## config.mk

```make
export PLATFORM = sky130hd
export DESIGN_NAME = bp_update_ctrl
export DESIGN_NICKNAME = d
export VERILOG_FILES = /design/src/rtl/bp_pkg.sv /design/src/rtl/bp_update_fifo.sv /design/src/rtl/bp_update_ctrl.sv
export SDC_FILE = /design/constraint.sdc
export NUM_CORES = 1
export LEC_CHECK = 0
export ABC_AREA = 1
export CORE_UTILIZATION = 35
export DETAILED_ROUTE_END_ITERATION = 10
export GPL_ROUTABILITY_DRIVEN = 0
export PLACE_DENSITY = 0.67
export SYNTH_ARGS = -nofsm -noshare
export SYNTH_HDL_FRONTEND = slang
export SYNTH_SLANG_ARGS = --single-unit
```

## constraint.sdc

```tcl
create_clock -name clk -period 2.38 [get_ports clk]
set_clock_uncertainty 0.15 [all_clocks]
set_input_delay 0.238 -clock clk [delete_from_list [all_inputs] [get_ports clk]]
set_output_delay 0.238 -clock clk [all_outputs]
set_load 0.02 [all_outputs]
```

## src/rtl/bp_pkg.sv

```systemverilog
// Shared types and default widths for the branch-predictor update controller.
// Anything that names predictor state or update records imports this package.
package bp_pkg;

    localparam int PHT_INDEX_BITS_DEF = 7;
    localparam int BHT_INDEX_BITS_DEF = 3;

    typedef enum logic [1:0] {
        STRONG_NT = 2'b00,
        WEAK_NT   = 2'b01,
        WEAK_T    = 2'b10,
        STRONG_T  = 2'b11
    } predict_state_t;

    typedef enum logic {
        INIT = 1'b0,
        RUN  = 1'b1
    } ctrl_state_t;

    typedef struct packed {
        logic [BHT_INDEX_BITS_DEF-1:0] bht_index;
        logic [PHT_INDEX_BITS_DEF-1:0] pht_index;
        logic                          taken;
        logic                          correct;
    } upd_rec_t;

endpackage

```

## src/rtl/bp_update_fifo.sv

```systemverilog
// Update queue: DEPTH-entry FIFO with wrap-bit pointers and a synchronous flush.
// Storage is not reset; only the pointers are.
module bp_update_fifo #(
    parameter int WIDTH = 12,
    parameter int DEPTH = 4
) (
    input  logic             clk,
    input  logic             rst,
    input  logic             flush,
    input  logic             push,
    input  logic             pop,
    input  logic [WIDTH-1:0] wdata,
    output logic [WIDTH-1:0] rdata,
    output logic             full,
    output logic             empty
);

    localparam int AW = $clog2(DEPTH);

    logic [WIDTH-1:0] r_mem [DEPTH];
    logic [AW:0]      r_wr_ptr;
    logic [AW:0]      r_rd_ptr;

    assign empty = (r_wr_ptr == r_rd_ptr);
    assign full  = (r_wr_ptr[AW] != r_rd_ptr[AW]) &&
                   (r_wr_ptr[AW-1:0] == r_rd_ptr[AW-1:0]);
    assign rdata = r_mem[r_rd_ptr[AW-1:0]];

    always_ff @(posedge clk) begin
        if (push) begin
            r_mem[r_wr_ptr[AW-1:0]] <= wdata;
        end
    end

    always_ff @(posedge clk) begin
        if (!rst || flush) begin
            r_wr_ptr <= '0;
            r_rd_ptr <= '0;
        end else begin
            if (push) begin
                r_wr_ptr <= r_wr_ptr + 1'b1;
            end
            if (pop) begin
                r_rd_ptr <= r_rd_ptr + 1'b1;
            end
        end
    end

endmodule

```

## src/rtl/bp_update_ctrl.sv

```systemverilog
// Predictor update controller: clears the tables after reset or reinit, then
// drains queued resolved-branch updates to the predictor one per cycle.
module bp_update_ctrl
    import bp_pkg::*;
#(
    parameter int PHT_INDEX_BITS = PHT_INDEX_BITS_DEF,
    parameter int BHT_INDEX_BITS = BHT_INDEX_BITS_DEF,
    parameter int QDEPTH         = 4
) (
    input  logic                      clk,
    input  logic                      rst,
    input  logic                      reinit_i,
    input  logic                      hold_i,
    input  logic                      upd_valid_i,
    output logic                      upd_ready_o,
    input  logic [BHT_INDEX_BITS-1:0] upd_bht_index_i,
    input  logic [PHT_INDEX_BITS-1:0] upd_pht_index_i,
    input  logic                      upd_taken_i,
    input  logic                      upd_correct_i,
    output logic                      bp_update_o,
    output logic [BHT_INDEX_BITS-1:0] bp_bht_index_o,
    output logic [PHT_INDEX_BITS-1:0] bp_pht_index_o,
    output logic                      bp_taken_o,
    output logic                      bp_correct_o,
    output logic                      bp_init_o,
    output logic [PHT_INDEX_BITS-1:0] bp_init_index_o,
    output logic                      predict_valid_o
);

    localparam int REC_W = BHT_INDEX_BITS + PHT_INDEX_BITS + 2;
    localparam logic [PHT_INDEX_BITS-1:0] LAST_IDX = '1;

    ctrl_state_t               r_state;
    ctrl_state_t               w_next_state;
    logic [PHT_INDEX_BITS-1:0] r_init_idx;
    logic                      w_run;
    logic                      w_push;
    logic                      w_pop;
    logic                      w_full;
    logic                      w_empty;
    logic [REC_W-1:0]          w_wdata;
    logic [REC_W-1:0]          w_rdata;

    always_ff @(posedge clk) begin
        if (!rst) begin
            r_state <= INIT;
        end else begin
            r_state <= w_next_state;
        end
    end

    always_comb begin
        w_next_state = r_state;
        case (r_state)
            INIT: if (!reinit_i && r_init_idx == LAST_IDX) w_next_state = RUN;
            RUN:  if (reinit_i) w_next_state = INIT;
            default: w_next_state = INIT;
        endcase
    end

    // Outputs are gated by rst so every strobe is low while reset is held.
    always_comb begin
        w_run           = (r_state == RUN) && rst;
        bp_init_o       = (r_state == INIT) && rst;
        bp_init_index_o = bp_init_o ? r_init_idx : '0;
        predict_valid_o = w_run;
        upd_ready_o     = w_run && !w_full;
        w_pop           = w_run && !w_empty && !hold_i && !reinit_i;
    end

    always_ff @(posedge clk) begin
        if (!rst || reinit_i || r_state != INIT) begin
            r_init_idx <= '0;
        end else begin
            r_init_idx <= r_init_idx + 1'b1;
        end
    end

    assign w_push  = upd_valid_i && upd_ready_o;
    assign w_wdata = {upd_bht_index_i, upd_pht_index_i, upd_taken_i, upd_correct_i};

    bp_update_fifo #(
        .WIDTH (REC_W),
        .DEPTH (QDEPTH)
    ) u_fifo (
        .clk   (clk),
        .rst   (rst),
        .flush (reinit_i),
        .push  (w_push),
        .pop   (w_pop),
        .wdata (w_wdata),
        .rdata (w_rdata),
        .full  (w_full),
        .empty (w_empty)
    );

    assign bp_update_o = w_pop;
    assign {bp_bht_index_o, bp_pht_index_o, bp_taken_o, bp_correct_o} =
        w_pop ? w_rdata : '0;

endmodule

```

# --- Word level (Yosys, flattened, before mapping) ---
# Memory sizes are Yosys's and may differ from the RTL's. A register that Yosys moved wholly into a read port is not among the register bits.
# Index checks and enable logic that the tools add are counted.
totals:
  register_bits: 14
  latch_bits: 0
  mem_bits_rw: 48
  rom_bits: 0
  word_cells: 38
  mem_count: 1
classes:
  addsub: 3
  mul: 0
  div: 0
  order_cmp: 0
  n_eq_ne: 4
  shift: 0
  muxes: 9
  bitwise_logic: 1
  n_reduce_logical: 16
mem_list:
  columns: ["memory", "words", "width", "read_ports", "rd_clocked_by_memory_dff", "wr", "line_no", "rtl"]
  rows:
  - ["u_fifo.r_mem", 4, 12, 1, 1, 1, "bp_update_fifo.sv:20", "logic [WIDTH-1:0] r_mem [DEPTH];"]
op_table:
  columns: ["cell", "n"]
  rows:
  - ["12-bit two-way mux", 1]
  - ["1-bit logical AND", 9]
  - ["7-bit by 1-bit adder with 7-bit output, second input constant", 1]
  - ["7-bit == test, second input constant", 1]
  - ["7-bit two-way mux", 1]
  - ["3-bit by 1-bit adder with 3-bit output, second input constant", 2]
  - ["1-bit logical NOT", 5]
  - ["1-bit two-way mux", 4]
  - ["2-bit two-way mux", 2]
  - ["3-bit == test", 1]
  - ["2-bit == test", 1]
  - ["1-bit logical OR", 2]
  - ["1-bit one-hot mux with 2 select lines", 1]
  - ["1-bit inequality test", 1]
  - ["1-bit NOT", 1]

# --- Depth between registers and ports, before layout ---
depth:
  ltp_word: 7
  mapped_depth: 9
  depth_no_buf: 9

# --- Cells and area by module ---
# A second synthesis with hierarchy kept.
unflattened:
  hier_cells: 289
  area_unflattened_um2: 2934.1
by_module_without_submodules:
  columns: ["module", "n_inst", "cells_per_inst", "area_each_um2", "seq_area_each_um2"]
  rows:
  - ["bp_update_fifo", 1, 197, 2373.5, 1601.5]
  - ["bp_update_ctrl", 1, 92, 560.5, 160.2]

# --- Least setup slack after synthesis ---
# No wires, ideal clock.
synth_path:
  path_kind: "register to register"
  startpoint: "register r_state"
  endpoint: "memory u_fifo.r_mem[0][0] (enable)"
  setup_ps: 380
  t_arrival_ps: 1346
  slack_ps: 503
  path_stages_with_launch: 5
  synth_period_minus_slack_ps: 1877
  path_cell_list: "dfxtp_1 -> nand2_1 -> inv_1 -> nand3_4 -> nor2_1"
synth_between:
  elab_chain_cells: 5
synth_rtl:
  columns: ["item", "line_no", "rtl"]
  rows:
  - ["start, declared", "bp_update_ctrl.sv:33", "ctrl_state_t r_state;"]
  - ["start signal, assigned", "bp_update_ctrl.sv:48", "r_state <= w_next_state;"]
  - ["1-bit logical AND", "bp_update_ctrl.sv:63", "w_run = (r_state == RUN) && rst;"]
  - ["via predict_valid_o", "bp_update_ctrl.sv:27", "output logic predict_valid_o"]
  - ["1-bit logical AND", "bp_update_ctrl.sv:67", "upd_ready_o = w_run && !w_full;"]
  - ["1-bit logical AND", "bp_update_ctrl.sv:79", "assign w_push = upd_valid_i && upd_ready_o;"]
  - ["1-bit two-way mux", "bp_update_fifo.sv:30", "if (push) begin"]
  - ["1-bit two-way mux (implied by the code)", "bp_update_fifo.sv:31", "r_mem[r_wr_ptr[AW-1:0]] <= wdata;"]
  - ["end, declared", "bp_update_fifo.sv:20", null]
# The timed path passes the listed nets, and every way through them passes these cells.

# --- Worst setup path in the final report ---
layout_path:
  startpoint: "register u_fifo.r_wr_ptr[0]"
  endpoint: "output upd_ready_o"
layout_between:
  elab_chain_cells: 4
layout_rtl:
  columns: ["item", "line_no", "rtl"]
  rows:
  - ["start, declared", "bp_update_fifo.sv:21", "logic [AW:0] r_wr_ptr;"]
  - ["start signal, assigned", "bp_update_fifo.sv:41", "r_wr_ptr <= r_wr_ptr + 1'b1;"]
  - ["2-bit == test", "bp_update_fifo.sv:26", "(r_wr_ptr[AW-1:0] == r_rd_ptr[AW-1:0]);"]
  - ["1-bit logical AND", "bp_update_fifo.sv:25", "assign full = (r_wr_ptr[AW] != r_rd_ptr[AW]) &&"]
  - ["1-bit logical NOT", "bp_update_ctrl.sv:67", null]
  - ["1-bit logical AND", "bp_update_ctrl.sv:67", null]
  - ["end, declared", "bp_update_ctrl.sv:15", "output logic upd_ready_o,"]
# Every way passes these cells.

==> results.md <==
* I/O pin total at 40
* WL per Instance at 12.1 µm
* Dpl cell area at 0.00331 mm²
* Count of pins over their slew limit at 0
* Rel. slew slack at 71.1%
* Buffers plus inverters on the worst setup path at 3
* # DRC at 0
* Leading area contributor after synthesis: edfxtp_1
* Max-capacitance violation count at 0
* Global-route wire length before repair at 8.57 mm
* Synth Instances at 265
* Synth unique cells at 28
* Worst path cell trace: inv_2 -> nand2_1 -> nand2_1 -> nand3_2 -> nand2_1 -> inv_1 -> clkdlybuf4s50_1
* GRT Util Overall at 13.7%
* Data required, critical path at about 2.0 ns
* CTS Hold Bufs at 0
* CTS HTree Levels at 3
* Share of flip-flops with an asynchronous set or reset at 0%
* Core area at slightly below 0.008 mm²
* Port Buffers at 39
* Hold EP: r_init_idx[0]
* Die Span Y at 90.8 µm
* Initial core utilization at 35.9%
* Largest net degree at the start of global routing at 26
* Hold WC Path Type: reg2reg
* RSZ-0062 raised after global routing: no
* Worst Reg-to-Reg Cells at 7
* Initial antenna violation count at 0
* Hold_ws at 0.319 ns
* Peak supply drop at 0.000314 V
* Top delay family on crit path: buffers and inverters
* Routed WL at 5.11 mm
* Critical path class: reg2out
* Layout fillers at 713
* Synth Register Bits at 64
* Worst-path clk slew at 0.07 ns
* CTS tree: built
* Ratio of cells with drive above 1 in the final layout at 14.3%
* Num CTS Buffers at 9
* Final period util at 92.7%
* Iteration-0 DRC count of the detailed router at 98
* Yosys warning total at 0
* Worst Path Arrival at 1.82 ns
* Post-CTS setup buffers at 0
* Worst R2R Start: u_fifo.r_wr_ptr[0]
* Max stage delay cell, worst path: clkdlybuf4s50_1
* Synthesized Nets at 288
* Leakage at ~0.0014 µW
* Max stage delay on crit path at 0.59 ns
* Hold_sp: r_init_idx[0]
* Outcome: complete, no violations
* Die Span X at 90.8 µm
* Post-DRT Antenna Nets at 0
* Synth Flop Type: edfxtp_1
* HPWL after detailed placement at approximately 3.3 mm
* CP endpoint kind: output port
* Vias in the first global route at 1756
* Clock Sinks at 64
* Final instance area at 0.00352 mm²
* Clk Latency, worst-skew pair at 0.33 ns
* Flop2flop setup slack at approximately 0.68 ns
* Gr ovfl total at 0
* Fin crit period at 2.21 ns
* Via count at 1899
* Post-Synthesis Cell Area at 0.00276 mm²
* Syn avg cell area at about 10 µm²
* WHS Path Cells at 1
* Max Freq at 0.453 GHz
* Final hold vios at 0
* Most frequent cell after synthesis: nor2_1
* Via/cell ratio at roughly 4.5
* RR Endpoint: u_fifo.r_mem[0][0]
* CP max FO at 5
* Worst Max-Slew Pin Slew at around 0.43 ns
* Root buf cell: clkbuf_8
* Final setup violating endpoints at 0
* Proportion of netlist area held by the largest area contributor at 52.2%
* Nets@finish at around 340
* Die ar. at roughly 0.008 mm²
* Pwr per Cell Area at 645 mW/mm²
* Number of synthesized flops with an enable pin at 48
* Clock buffer depth at 2
* Critical Path Source Type: flop
* Layout overhead on the synthesized area at 27.4%
* Sequential fraction of the synthesis area at 63.9%
* Num rows at 32
* DR pass1 iterations at 4
* Diode count at 0
* Crit-path most repeated cell: nand2_1
* Top cells by count, synth: nor2_1 (73), edfxtp_1 (48), o21ai_0 (28)
* Synth area leaders: edfxtp_1 (52%), dfxtp_1 (12%), nor2_1 (9.9%)
==> cell usage in the layout, fill, tap and decap left out, drive strengths merged <==
cell type,netlist,layout
dfxtp,16,16
nand2,22,22
ha,6,6
inv,30,31
xor2,2,2
clkdlybuf4s50,0,26
clkinvlp,0,1
dlygate4sd2,0,13
edfxtp,48,48
a21oi,18,18
nor2,74,74
clkinv,0,3
nor4,1,1
buf,5,9
nand3b,1,1
o21ai,29,29
nor3,3,3
nand4,2,2
bufinv,0,2
nand3,5,5
clkbuf,3,9
==> how the worst max path moves through the flow <==
stage	startpoint	to	cells past startpoint
3_3_place_gp	rst	bp_correct_o	6
6_report	u_fifo.r_wr_ptr[0]	upd_ready_o	7
2_1_floorplan	r_state	u_fifo.r_mem[0][0]	4
4_1_cts	u_fifo.r_wr_ptr[0]	bp_correct_o	7
3_5_place_dp	rst	bp_correct_o	6
5_1_grt	u_fifo.r_wr_ptr[0]	bp_correct_o	7
==> per-layer routing <==
metal | wire, µm | GRT usage [%] | part of all wire (%) | up-vias
met5 | 0 | 0 | 0 | -
met3 | 187 | 3.54 | 3.7 | 8
met1 | 2450 | 17.3 | 48 | 865
met4 | 84 | 6.35 | 1.6 | 0
met2 | 2380 | 21.8 | 47 | 44
li1 | - | - | - | 982
==> report_power, final <==
group | leakage (µW) | switching (µW) | internal (µW)
registers | 0.000560 | 1.55 | 1200
clock network | 0.000110 | 418 | 591
logic | 0.000688 | 27.3 | 32.3
total | 0.00136 | 447 | 1820
==> through the flow <==
| stage | total power, µW | setup TNS (ns) | std cells | util, % | setup slack (ns) |
|---|---|---|---|---|---|
| finish | 2270 | 0 | 423 | 45.7 | 0.173 |
| global route | 2350 | 0 | 423 | 45.7 | 0.0125 |
| CTS | 2300 | 0 | 423 | 45.7 | 0.117 |
| detailed placement | 1280 | -0.139 | 407 | 43.1 | -0.0660 |
| global placement | 1280 | -0.0312 | 407 | 43.1 | -0.0312 |
| floorplan | 1240 | 0 | 265 | - | 0.503 |
==> cell families (layout without fill, tap and decap cells) <==
logic type               after synthesis  in the layout  share of synthesized area (%)
AND/OR/NAND/NOR                      108            108                           17.1
adder cells (fa/ha/maj)                6              6                           2.72
buffers and inverters                 38             94                           5.76
flip-flops                            64             64                           63.9
AO/OA/AOI/OAI                         47             47                           9.89
XOR/XNOR                               2              2                          0.635
==> flip-flops by register name (all words and copies together), names as in the netlist, named ones only <==
name / cells
r_init_idx: 7
r_state: 1
u_fifo.r_mem: 48
u_fifo.r_rd_ptr: 3
u_fifo.r_wr_ptr: 3
==> worst register-to-register path, delay by kind of cell, from the launching register on <==
family	cells	cell delay, ns
buffers and inverters	2	0.32
flip-flops	1	0.43
AND/OR/NAND/NOR	5	0.49
==> final cells by class <==
| type | instances | area, µm² | area share (%) |
|---|---|---|---|
| Sequential cell | 64 | 1760 | 50.1 |
| Multi-Input combinational cell | 163 | 838 | 23.8 |
| Timing Repair Buffer | 48 | 454 | 12.9 |
| Tap cell | 102 | 128 | 3.63 |
| Clock buffer | 9 | 124 | 3.52 |
| Inverter | 30 | 115 | 3.27 |
| Clock inverter | 7 | 95.1 | 2.70 |
==> what timing repair did <==
item / in CTS / in global routing
gates resized for setup: 14 / 0
hold endpoints to repair: 0 / 0
endpoints found under the setup margin: 13 / 0
(Power assumes the default switching activity.)
